### src/rtl/cpu_pkg.sv
// Shared definitions for the 8-bit core: opcode encodings, instruction fields and fetch states.
// FETCH_HALT_EN adds the HALT fetch state.
package cpu_pkg;

  localparam logic [1:0] OP_NOP   = 2'b00;
  localparam logic [1:0] OP_LOAD  = 2'b01;
  localparam logic [1:0] OP_STORE = 2'b10;
  localparam logic [1:0] OP_ALU   = 2'b11;

  localparam int OPC_HI = 7;
  localparam int OPC_LO = 6;

  localparam logic [7:0] HALT_INSTR = 8'hFF;

  typedef enum logic [1:0] {
    ST_IDLE  = 2'd0,
    ST_FETCH = 2'd1,
`ifdef FETCH_HALT_EN
    ST_ISSUE = 2'd2,
    ST_HALT  = 2'd3
`else
    ST_ISSUE = 2'd2
`endif
  } fetch_state_t;

endpackage

### src/rtl/fetch_unit.sv
// Instruction fetch stage: PC, imem req/ack fetch and valid/ready issue to the control unit.
// Define FETCH_HALT_EN to stop fetching after the HALT instruction is consumed.
module fetch_unit
  import cpu_pkg::*;
#(
  parameter int                ADDR_W   = 8,
  parameter int                INSTR_W  = 8,
  parameter logic [ADDR_W-1:0] RESET_PC = '0
) (
  input  logic               clk,
  input  logic               rst,
  output logic               imem_req,
  output logic [ADDR_W-1:0]  imem_addr,
  input  logic               imem_ack,
  input  logic [INSTR_W-1:0] imem_rdata,
  input  logic               redirect_valid,
  input  logic [ADDR_W-1:0]  redirect_pc,
  output logic               id_valid,
  input  logic               id_ready,
  output logic [INSTR_W-1:0] id_instr,
  output logic [ADDR_W-1:0]  id_pc,
  output logic [1:0]         opcode,
  output logic               halted
);

  fetch_state_t       state_q, state_d;
  logic [ADDR_W-1:0]  pc_q, pc_d;
  logic [INSTR_W-1:0] id_instr_q, id_instr_d;
  logic [ADDR_W-1:0]  id_pc_q, id_pc_d;

  always_comb begin
    state_d    = state_q;
    pc_d       = pc_q;
    id_instr_d = id_instr_q;
    id_pc_d    = id_pc_q;

    case (state_q)
      ST_IDLE: state_d = ST_FETCH;
      ST_FETCH: begin
        if (imem_ack) begin
          id_instr_d = imem_rdata;
          id_pc_d    = pc_q;
          pc_d       = pc_q + ADDR_W'(1);
          state_d    = ST_ISSUE;
        end
      end
      ST_ISSUE: begin
        if (id_ready) begin
          state_d = ST_FETCH;
`ifdef FETCH_HALT_EN
          if (id_instr_q == INSTR_W'(HALT_INSTR)) state_d = ST_HALT;
`endif
        end
      end
      default: state_d = state_q;
    endcase

    // A redirect overrides everything, dropping any ack that arrived alongside it.
    if (redirect_valid && (state_q == ST_FETCH || state_q == ST_ISSUE)) begin
      pc_d       = redirect_pc;
      state_d    = ST_FETCH;
      id_instr_d = id_instr_q;
      id_pc_d    = id_pc_q;
    end
  end

  always_ff @(posedge clk or posedge rst) begin
    if (rst) begin
      state_q    <= ST_IDLE;
      pc_q       <= RESET_PC;
      id_instr_q <= '0;
      id_pc_q    <= '0;
    end else begin
      state_q    <= state_d;
      pc_q       <= pc_d;
      id_instr_q <= id_instr_d;
      id_pc_q    <= id_pc_d;
    end
  end

  assign imem_req  = (state_q == ST_FETCH);
  assign imem_addr = pc_q;
  assign id_valid  = (state_q == ST_ISSUE);
  assign id_instr  = id_instr_q;
  assign id_pc     = id_pc_q;
  assign opcode    = id_valid ? id_instr_q[INSTR_W-1:INSTR_W-2] : OP_NOP;

`ifdef FETCH_HALT_EN
  assign halted = (state_q == ST_HALT);
`else
  assign halted = 1'b0;
`endif

endmodule
### config.mk
export PLATFORM = sky130hd
export DESIGN_NAME = fetch_unit
export DESIGN_NICKNAME = d
export VERILOG_FILES = /design/src/rtl/cpu_pkg.sv /design/src/rtl/fetch_unit.sv
export SDC_FILE = /design/constraint.sdc
export NUM_CORES = 1
export LEC_CHECK = 0
export CAP_MARGIN = 10
export CORE_AREA = 5 5 64 66
export CTS_CLUSTER_SIZE = 30
export DETAILED_ROUTE_END_ITERATION = 12
export DIE_AREA = 0 0 69 71
export PLACE_DENSITY = 0.84
export SETUP_SLACK_MARGIN = 0.15
export SLEW_MARGIN = 20
export SYNTH_ARGS = -nofsm -noshare
export SYNTH_HDL_FRONTEND = slang
export SYNTH_SLANG_ARGS = --single-unit
### constraint.sdc
create_clock -name clk -period 1.89 [get_ports clk]
set_clock_uncertainty 0.15 [all_clocks]
set_input_delay 0.378 -clock clk [delete_from_list [all_inputs] [get_ports clk]]
set_output_delay 0.378 -clock clk [all_outputs]
set_load 0.02 [all_outputs]
==> insert_results.sql <==
INSERT INTO impl_metrics (metric_group, metric, value, unit) VALUES
('status', 'status', 'finished, final reports clean', ''),
('place', 'dpl.cell_count', '198', ''),
('worst_setup_path', 'worst_ep_arrival', '1.82', 'ns'),
('layout', 'drive_gt1_share', '31.2', '%'),
('floorplanning', 'core_outline_area', '3520', 'um^2'),
('floorplanning', 'start_util', '36.2', '%'),
('power', 'irDropWorstVdd', '0.586', 'mV'),
('floorplanning', 'num_rows', '22', ''),
('drt', 'antenna_violating_nets_post_route', '0', ''),
('drt', 'via_per_inst', '4.55', ''),
('drt', 'num_vias', '933', ''),
('power', 'p_sw', '1.24', 'mW'),
('global_routing', 'grt.total_usage', '12.2', '%'),
('global_routing', 'grt_first_pass_wirelength', '4.85', 'mm'),
('drt', 'drt_wl_cell', '14.2', 'um'),
('worst_setup_path', 'cp_data_required_time', '1.96', 'ns'),
('yosys', 'synthesis.nets', '126', ''),
('global_routing', 'grt_antenna_before_repair', '0', ''),
('power', 'pwr-share-comb', '54.6', '%'),
('timing', 'clock.fmax', '0.572', 'GHz'),
('clock_network', 'tritoncts', 'built', ''),
('yosys', 'netlist_instances', '101', ''),
('power', 'sw_frac_of_total', '39.2', '%'),
('place', 'detailed_place.area', '1860', 'um^2'),
('clock_network', 'reg_clk_slew_reported_paths', '0.15', 'ns'),
('hold_path', 'hold_path.class', 'primary input to asynchronous set/reset pin', ''),
('floorplanning', 'number_of_ports_placed_on_the_die_boundary', '50', ''),
('layout', 'instances_no_fill', '205', ''),
('yosys', 'synth.cell_area', '1270', 'um^2'),
('power', 'power_frac_seq', '33.1', '%'),
('yosys', 'postSynth.asyncResetShare', '100', '%'),
('power', 'clock_power_share', '12.2', '%'),
('drt', 'wl', '2.90', 'mm'),
('yosys', 'avgSynthCellArea', '12.6', 'um^2'),
('timing', 'timing.final.hold_violations', '0', ''),
('power', 'p_leak', '0.926', 'nW'),
('worst_setup_path', 'cp-start-kind', 'register', ''),
('global_routing', 'grt_max_degree', '27', ''),
('timing', 'timing.final.crit_share', '92.5', '%'),
('timing', 'worst_hold_slack', '0.236', 'ns'),
('clock_network', 'clkLatencyLatePin', '0.33', 'ns'),
('floorplanning', 'fp.dieH', '71', 'um'),
('timing', 'grt_setup_unrepaired', 'true', ''),
('yosys', 'yosys-top-cells-area', 'dfrtp_1 51%, mux2_4 12%, mux2_2 6.2%', ''),
('yosys', 'post-synth-top-count-cell', 'dfrtp_1', ''),
('yosys', 'yosys.area.top_type_share', '51.0', '%'),
('clock_network', 'numClockSinks', '26', ''),
('job', 'drv.max_cap_violation_count', '0', ''),
('floorplanning', 'dieWidth', '69', 'um'),
('yosys', 'portion_of_the_post_synthesis_area_used_by_sequential_elements', '51.0', '%'),
('layout', 'post-route-cell-area', '1930', 'um^2'),
('drt', 'detail_route.first_pass.iterations', '4', ''),
('clock_network', 'number_of_hold_repair_buffers_added_at_the_cts_stage', '0', ''),
('worst_setup_path', 'kind_of_end_point_of_the_critical_path', 'register', ''),
('timing', 'report.final.setup_viol', '0', ''),
('worst_setup_path', 'crit_fanout', '5', ''),
('drt', 'drc', '0', ''),
('clock_network', 'max-clock-path-buffers', '2', ''),
('power', 'power.internal', '1.92', 'mW'),
('place', 'port-buffer-count', '48', ''),
('yosys', 'synth_commonest_cells', '26 x dfrtp_1, 10 x mux2_4, 10 x nand2_1', ''),
('clock_network', 'clock_tree.htree_level_count', '1', ''),
('timing', 'min_period', '1.75', 'ns'),
('layout', 'layout.nets', '183', ''),
('clock_network', 'tritoncts.num_buffers', '3', ''),
('layout', 'antenna_cells_inserted', '0', ''),
('yosys', 'yosysWarningCount', '0', ''),
('power', 'final_total_power', '3.15', 'mW'),
('drt', 'drtIter0Drc', '30', ''),
('yosys', 'dominantRegCellSynth', 'dfrtp_1', ''),
('yosys', 'synth_largest_area_cell', 'dfrtp_1', ''),
('power', 'p_per_area', '1630', 'nW/um^2'),
('layout', 'flow.area_growth_from_synthesis', '51.7', '%'),
('yosys', 'synth_seq_cells', '26', ''),
('yosys', 'synth_enable_flop_cells', '0', ''),
('global_routing', 'gr-total-overflow', '0', ''),
('timing', 'finalMaxSlewViolations', '0', ''),
('clock_network', 'clk_root_buffer_cell', 'clkbuf_4', ''),
('yosys', 'netlist-cell-type-count', '27', ''),
('place', 'post-dp-hpwl', '2.26', 'mm'),
('place', 'routabilityCongestion', '0.762', ''),
('global_routing', 'grt_pass1_vias', '985', ''),
('worst_setup_path', 'worst-setup-path-type', 'register to register', ''),
('floorplanning', 'die_footprint', '4900', 'um^2');
## sequential cells by signal, summed over array words and instances, names as in the netlist
register   count
state_q        2
imem_addr      8
id_pc          8
id_instr       8
## kinds of logic after synthesis
| logic type | after synthesis | share of synthesized area (%) |
|---|---|---|
| multiplexers | 19 | 19.5 |
| other | 1 | 0.294 |
| adder cells (fa/ha/maj) | 4 | 3.93 |
| buffers and inverters | 10 | 5.89 |
| AO/OA/AOI/OAI | 9 | 3.53 |
| AND/OR/NAND/NOR | 25 | 11.0 |
| XOR/XNOR | 7 | 4.81 |
| flip-flops | 26 | 51.0 |
## power by group through the flow
stage	registers, mW	logic, mW	clock network [mW]
after floorplan	1.34	0.723	0
after global placement	1.04	1.77	0
after detailed placement	1.07	1.80	0
after CTS	1.04	1.70	0.392
after global routing	1.09	1.85	0.419
final	1.04	1.72	0.386
## cell type report
| class | count | area (um^2) |
|---|---|---|
| Clock buffer | 3 | 22.5 |
| Clock inverter | 1 | 30.0 |
| Fill cell | 324 | 1590 |
| Inverter | 3 | 13.8 |
| Multi-Input combinational cell | 65 | 594 |
| Sequential cell | 26 | 652 |
| Tap cell | 48 | 60.1 |
| Timing Repair Buffer | 59 | 562 |
## cell usage in the layout, fill, tap and decap left out, drive strengths merged, types with 4 or more instances in the layout
master,count
xor2,6
o21ai,8
buf,15
dlygate4sd2,22
dfrtp,26
mux2,17
ha,4
nand4,4
clkdlybuf4s50,20
clkbuf,4
nand2,10
## path summary, 6_finish.rpt
path | from | end | slack [ns] | cells after the start
worst max-delay path | state_q[1] | state_q[1] | 0.14 | 7
worst min-delay path | rst | id_pc[5] | 0.24 | 3
worst max register to register | state_q[1] | state_q[1] | 0.14 | 7
worst min register to register | id_instr[4] | id_instr[4] | 0.36 | 1
max in group asynchronous | rst | imem_addr[3] | 1.09 | 3
min in group clk | id_instr[4] | id_instr[4] | 0.36 | 1
## critical path, cell delays in order, from the launching register on
cell     delay (ns)
dfrtp_1        0.44
buf_6          0.14
inv_4          0.04
ha_4           0.14
or2b_1         0.24
a21oi_2        0.14
nor2_2         0.06
mux2_4         0.29
## what timing repair did
action / 4_1_cts / 5_1_grt
setup buffers: 2 / 1
endpoints found under the setup margin: 29 / 14
gates resized for setup: 52 / 11
pin swaps: 1 / 6
## layer usage
metal	global-route usage, %	vias up	routed length, um
met3	2.84	5	134
li1	-	449	-
met1	14.1	453	1170
met5	0	-	0
met4	5.21	0	47
met2	21.5	26	1550
## metrics by stage
stage	setup WS, ns	TNS (ns)	utilization (%)
final	0.142	0	54.9
after global routing	0.0756	0	54.9
after CTS	0.0901	0	54.0
after detailed placement	-0.0498	-0.113	52.7
after global placement	0.0260	0	52.7
after floorplan	0.116	0	-
Note: power is estimated with default switching activity, not from simulation.
